`config.mk`:
```
export PLATFORM = sky130hd
export DESIGN_NAME = mux_share_arbiter_flat
export DESIGN_NICKNAME = d
export VERILOG_FILES = /design/src/rtl/mux_share_arbiter_if.sv /design/src/rtl/mux_share_arbiter.sv /design/src/flat_wrapper.sv
export SDC_FILE = /design/constraint.sdc
export NUM_CORES = 1
export LEC_CHECK = 0
export BUFFER_PORTS_ARGS = -buffer_cell sky130_fd_sc_hd__buf_2
export CORE_MARGIN = 8
export CORE_UTILIZATION = 55
export CTS_CLUSTER_SIZE = 20
export DETAILED_ROUTE_END_ITERATION = 10
export GPL_TIMING_DRIVEN = 0
export PLACE_DENSITY = 0.77
export SYNTH_ARGS = -nofsm -noshare
export SYNTH_HDL_FRONTEND = slang
export SYNTH_SLANG_ARGS = --single-unit
```
`constraint.sdc`:
```
create_clock -name clk_in -period 2.9 [get_ports clk_in]
set_input_delay 0.725 -clock clk_in [delete_from_list [all_inputs] [get_ports clk_in]]
set_output_delay 0.725 -clock clk_in [all_outputs]
set_load 0.03 [all_outputs]
```
`src/rtl/mux_share_arbiter_if.sv`:
```
// Handshake bundle between the requesting units, the shared resource and the
// round-robin arbiter that owns the resource's 4:1 data mux select.
interface mux_share_arbiter_if;
  logic [3:0] req_in;
  logic       done_in;
  logic [3:0] grant_out;
  logic [1:0] select_out;
  logic       valid_out;
  logic       busy_out;
  logic       timeout_out;

  // Arbiter side: consumes requests and completion, drives grants and mux select.
  modport slave (
    input  req_in,
    input  done_in,
    output grant_out,
    output select_out,
    output valid_out,
    output busy_out,
    output timeout_out
  );

  // Requester / resource side.
  modport master (
    output req_in,
    output done_in,
    input  grant_out,
    input  select_out,
    input  valid_out,
    input  busy_out,
    input  timeout_out
  );
endinterface

```
`src/rtl/mux_share_arbiter.sv`:
```
// Round-robin arbiter sharing one 4:1-multiplexed resource among four
// requesters. A grant is held until the resource reports done, the owner
// withdraws, or a hold timeout expires while another requester is waiting.
// Every release is followed by exactly one idle cycle before re-arbitration.
module mux_share_arbiter #(
  parameter int HOLD_W   = 8,
  parameter int MAX_HOLD = 16
) (
  input  logic             clk_in,
  input  logic             reset_n_in,
  mux_share_arbiter_if.slave bus
);

  localparam logic [0:0] S_IDLE  = 1'b0;
  localparam logic [0:0] S_GRANT = 1'b1;

  // Counter value at which the hold limit is reached (only used when MAX_HOLD != 0).
  localparam logic [HOLD_W-1:0] HOLD_LIM = HOLD_W'(MAX_HOLD - 1);

  logic [0:0]        state_q, state_d;
  logic [3:0]        grant_q, grant_d;
  logic [1:0]        sel_q,   sel_d;
  logic [1:0]        ptr_q,   ptr_d;
  logic [HOLD_W-1:0] cnt_q,   cnt_d;
  logic              tmo_q,   tmo_d;

  logic       found;
  logic [1:0] winner;
  logic [1:0] idx;
  logic       rel_done, rel_wd, rel_tmo;

  // Round-robin search: first set request starting at ptr; scanning the
  // offsets from 3 down to 0 lets the nearest one overwrite the others.
  always_comb begin
    found  = |bus.req_in;
    winner = ptr_q;
    idx    = ptr_q;
    for (int k = 3; k >= 0; k--) begin
      idx = ptr_q + 2'(k);
      if (bus.req_in[idx]) winner = idx;
    end
  end

  // Release causes while granted; the owner index is held in sel_q.
  always_comb begin
    rel_done = bus.done_in;
    rel_wd   = ~bus.req_in[sel_q];
    rel_tmo  = (MAX_HOLD != 0) && (cnt_q == HOLD_LIM) &&
               ((bus.req_in & ~grant_q) != 4'b0000);
  end

  // Next-state logic for the IDLE/GRANT controller.
  always_comb begin
    state_d = state_q;
    grant_d = grant_q;
    sel_d   = sel_q;
    ptr_d   = ptr_q;
    cnt_d   = cnt_q;
    tmo_d   = 1'b0;
    case (state_q)
      S_IDLE: begin
        if (found) begin
          state_d = S_GRANT;
          grant_d = 4'b0001 << winner;
          sel_d   = winner;
          cnt_d   = '0;
        end
      end
      S_GRANT: begin
        if (rel_done || rel_wd || rel_tmo) begin
          state_d = S_IDLE;
          grant_d = 4'b0000;
          ptr_d   = sel_q + 2'd1;
          // Flag a forced release only when nothing else would have released.
          tmo_d   = rel_tmo && !rel_done && !rel_wd;
        end else if (cnt_q != '1) begin
          cnt_d = cnt_q + HOLD_W'(1);
        end
      end
      default: state_d = S_IDLE;
    endcase
  end

  // State registers; reset clears everything immediately, even mid-grant.
  always_ff @(posedge clk_in or negedge reset_n_in) begin
    if (!reset_n_in) begin
      state_q <= S_IDLE;
      grant_q <= 4'b0000;
      sel_q   <= 2'b00;
      ptr_q   <= 2'b00;
      cnt_q   <= '0;
      tmo_q   <= 1'b0;
    end else begin
      state_q <= state_d;
      grant_q <= grant_d;
      sel_q   <= sel_d;
      ptr_q   <= ptr_d;
      cnt_q   <= cnt_d;
      tmo_q   <= tmo_d;
    end
  end

  assign bus.grant_out   = grant_q;
  assign bus.select_out  = sel_q;
  assign bus.valid_out   = |grant_q;
  assign bus.busy_out    = (state_q == S_GRANT);
  assign bus.timeout_out = tmo_q;

endmodule

```
`src/flat_wrapper.sv`:
```
// flat-port wrapper written by rule: the top's interface ports become plain ports
module mux_share_arbiter_flat 
#(
  parameter int HOLD_W   = 8,
  parameter int MAX_HOLD = 16
)
  (clk_in, reset_n_in, bus_req_in, bus_done_in, bus_grant_out, bus_select_out, bus_valid_out, bus_busy_out, bus_timeout_out);
  mux_share_arbiter_if bus_i ();
  input  logic clk_in;
  input  logic reset_n_in;
  input wire logic [$bits(bus_i.req_in)-1:0] bus_req_in;
  input wire logic [$bits(bus_i.done_in)-1:0] bus_done_in;
  output wire logic [$bits(bus_i.grant_out)-1:0] bus_grant_out;
  output wire logic [$bits(bus_i.select_out)-1:0] bus_select_out;
  output wire logic [$bits(bus_i.valid_out)-1:0] bus_valid_out;
  output wire logic [$bits(bus_i.busy_out)-1:0] bus_busy_out;
  output wire logic [$bits(bus_i.timeout_out)-1:0] bus_timeout_out;
  assign bus_i.req_in = bus_req_in;
  assign bus_i.done_in = bus_done_in;
  assign bus_grant_out = bus_i.grant_out;
  assign bus_select_out = bus_i.select_out;
  assign bus_valid_out = bus_i.valid_out;
  assign bus_busy_out = bus_i.busy_out;
  assign bus_timeout_out = bus_i.timeout_out;
  mux_share_arbiter #(.HOLD_W(HOLD_W), .MAX_HOLD(MAX_HOLD)) u_core (.clk_in(clk_in), .reset_n_in(reset_n_in), .bus(bus_i));
endmodule
```
==> reports/summary.md <==
The final layout contains 146 nets. The type of element capturing the critical path is an output port. The synthesized design spends more area on one cell type than any other, namely dfrtp_1. Post-CTS resize count: 0. The tools report the total setup violations reported at the end of the flow as 0.

The vias per cell is 5.86, and the part of the Yosys area used for sequential elements is 41.7%. The number of failing hold endpoints at the final stage came out at 0. The later pin in the worst-skew pair is clocked with a latency of 290 ps. The via total after detailed routing was 955; the final period utilization was 73.7%. For the final max-slew violation count, the log shows 0.

The number of antenna violations at the first check in global routing came out at 0. Count of H-tree levels built during CTS: 1. For the worst hold-check slack, the log shows 343 ps. During synthesis, Yosys emitted a total of 0 warnings.

The run finished with clean final reports. The logs give 1900 um^2 for the standard cell core area and 0 for the number of remaining DRC errors. The clock drives 18 sinks. The mean cell area of the mapped netlist was 9.15 um^2. The routed wire length was 2410 um; the clock period minus worst slack was 2140 ps. For the number of placed I/O pins, the log shows 16. Setup repair after global routing left no endpoint under its margin. The number of antenna diodes in the final layout is 0. For the final core utilization, the log shows 63.7%.

The area added between synthesis and finish was 12.2%. Critical path launch point type: a flop. The run gives 0.831 ps as the worst clock skew. Power spread over the standard cell area amounts to 949 nW/um^2.

Row generation in the floorplan step produced 16 rows. When the netlist entered floorplanning its net count stood at 126. Synthesis produced 118 cells. The tools report the cell at the root of the clock tree as clkbuf_4. Before antenna repair, the detailed router went through 4 iterations. The chip height was 60.3 um.

The final RePlAce weighted congestion was 0.843; the pin slew with the least headroom to its limit was 568 ps. The number of placed instances, taps included, is 160. In the global route stage, overall resource usage came out at 14.9%. The total of fill cells in the finished design is 173. The worst pin sits at a relative slew slack of 61.8%. The count of buffers added by post-CTS timing repair for setup was 0; the first-pass GRT wire length was 4090 um.

The maximum ir drop on the vdd rail came out at 0.000667 V. The critical path in this run is classified as reg2out. The clock transition at the registers of the reported paths was 100 ps.

During placement, the flow inserted port buffers numbering 15. The post-DP HPWL was 1810 um. Based on the critical path, the design can be clocked at up to 468 MHz. In the final timing run, aggregate negative setup slack is 0 ps. TritonCTS built the clock tree. For the leakage power figure, the log shows 0.574 nW.

Of the post-synthesis cell area, the dominant cell type holds 41.7%. The number of global-route vias before repair is 888, and the die span in x is 60.3 um. For the worst setup path, the data required time is 2170 ps. The total overflow left after global routing is 0. Dividing the detail-routed wire length by the instance count gives 14.8 um. After synthesis the netlist holds a flip-flop and latch count of 18. The critical-path maximum fanout was 4. Excluding fillers, the count of instances in the completed layout stands at 163.

Total of max-cap violations: 0. For the worst setup path, the data arrival time is 1410 ps. The number of hold buffers added after CTS was 0. Cells with a size suffix above 1 make up 26.5% of the layout. The starting density of the core is 56.8%, and the number of DRC markers after the initial detailed-route iteration is 33. Ranked by total cell area, the synthesized netlist is headed by dfrtp_1 42%, nand2_1 7.0%, mux2i_1 3.7%.

The tools report the number of nets with antenna violations after routing as 0. The number of distinct library cell variants in the gate-level netlist after synthesis came out at 39. The tightest min-delay check is of the in2async type. The run gives 3 as the number of CTS-inserted buffers. No sink is reached through more buffers than the 2 on the longest clock path. The mapped netlist covers 1080 um^2. Entering global routing, the biggest net connects 19 pins. The overall die area was 3640 um^2.
## final cells by class
class | instances | area, um^2 | area share, %
multi-input cells | 89 | 576 | 47.5
flip-flops and latches | 18 | 450 | 37.2
repair buffers | 15 | 75.1 | 6.20
well taps | 27 | 33.8 | 2.79
inverters | 8 | 30.0 | 2.48
plain buffers | 3 | 23.8 | 1.96
clock buffers | 3 | 22.5 | 1.86
## synth_stat cells
cell type,number
nand4_1,3
o311ai_0,1
and3_2,1
o211ai_2,1
mux2i_1,4
mux2_4,1
xor2_1,1
nand2_1,20
o22ai_1,4
buf_2,1
buf_6,1
a21o_1,1
buf_4,1
or2_2,1
nand3_1,5
inv_1,8
a21oi_1,1
o211ai_1,2
nor4_1,2
or4_1,1
or4_4,1
nor2_4,1
nor2b_1,4
a22o_2,1
nor3_1,3
o21ai_0,5
nand3b_1,1
o32ai_1,1
a31o_2,3
nor2_1,9
nand2b_1,2
a31oi_1,2
a41oi_2,1
nand2_2,1
dfrtp_1,18
ha_1,1
mux2_2,2
a22oi_4,1
o31ai_1,1
## cells in the final DEF (no fill, tap or decap), types with 2 or more instances in the layout
cell type / n
mux2i_1: 4
a31o_2: 3
nor4_1: 2
nor2b_1: 4
a31oi_1: 2
nand2b_1: 2
clkbuf_4: 3
nand4_1: 3
nor2_1: 9
o211ai_1: 2
nand3_1: 5
nor3_1: 3
inv_1: 8
o21ai_0: 5
mux2_2: 2
o22ai_1: 4
dfrtp_1: 18
nand2_1: 20
buf_2: 16
## worst paths after layout
check | cells after the start | endpoint | slack [ps] | from
min reg2reg | 1 | u_core.cnt_q[0] | 540 | u_core.cnt_q[0]
min in group clk_in | 1 | u_core.cnt_q[0] | 540 | u_core.cnt_q[0]
max in group asynchronous | 1 | u_core.bus.select_out[0] | 2270 | reset_n_in
max | 2 | bus_valid_out | 760 | u_core.bus.grant_out[0]
max reg2reg | 6 | u_core.ptr_q[1] | 900 | u_core.cnt_q[0]
min | 1 | u_core.cnt_q[6] | 340 | reset_n_in
## metrics by stage
step           power [W]  instance area (um^2)  setup slack [ps]
2_1_floorplan   0.000859                  1080               966
6_report         0.00115                  1210               763
4_1_cts          0.00115                  1210               760
3_5_place_dp     0.00103                  1190               735
5_1_grt          0.00123                  1210               718
3_3_place_gp     0.00101                  1190               739
## cells by family (layout without fill, tap and decap cells)
kind of cell    after synthesis  in the layout  share of synthesized area [%]
simple gates                 55             55                           25.5
compound gates               25             25                           18.7
flops                        18             18                           41.7
buf+inv                      11             29                           4.98
mux                           7              7                           7.18
fa+ha+maj                     1              1                           1.16
xor+xnor                      1              1                          0.811
## registers in the layout (all words and copies together) (netlist names)
signal                  cells
u_core.ptr_q                2
u_core.cnt_q                8
u_core.bus.busy_out         1
u_core.bus.timeout_out      1
u_core.bus.select_out       2
u_core.bus.grant_out        4
## where the power goes
part	internal, W	switching, W
sequential	0.000329	0.0000857
combinational	0.000215	0.000395
clock	0.0000484	0.0000770
total	0.000592	0.000557
## routing by layer
layer  up-vias  wire [um]  GRT usage [%]
li1        463          -              -
met1       463       1120           19.6
met2        27       1120           22.7
met3         2        151           4.52
met4         0         18           4.08
met5         -          0              0
## worst max-delay path: stages (launching register included)
cell and delay, ps:
dfrtp_1 420, or4_1 510, buf_2 190
No activity file was read; power rests on OpenSTA's default activity.
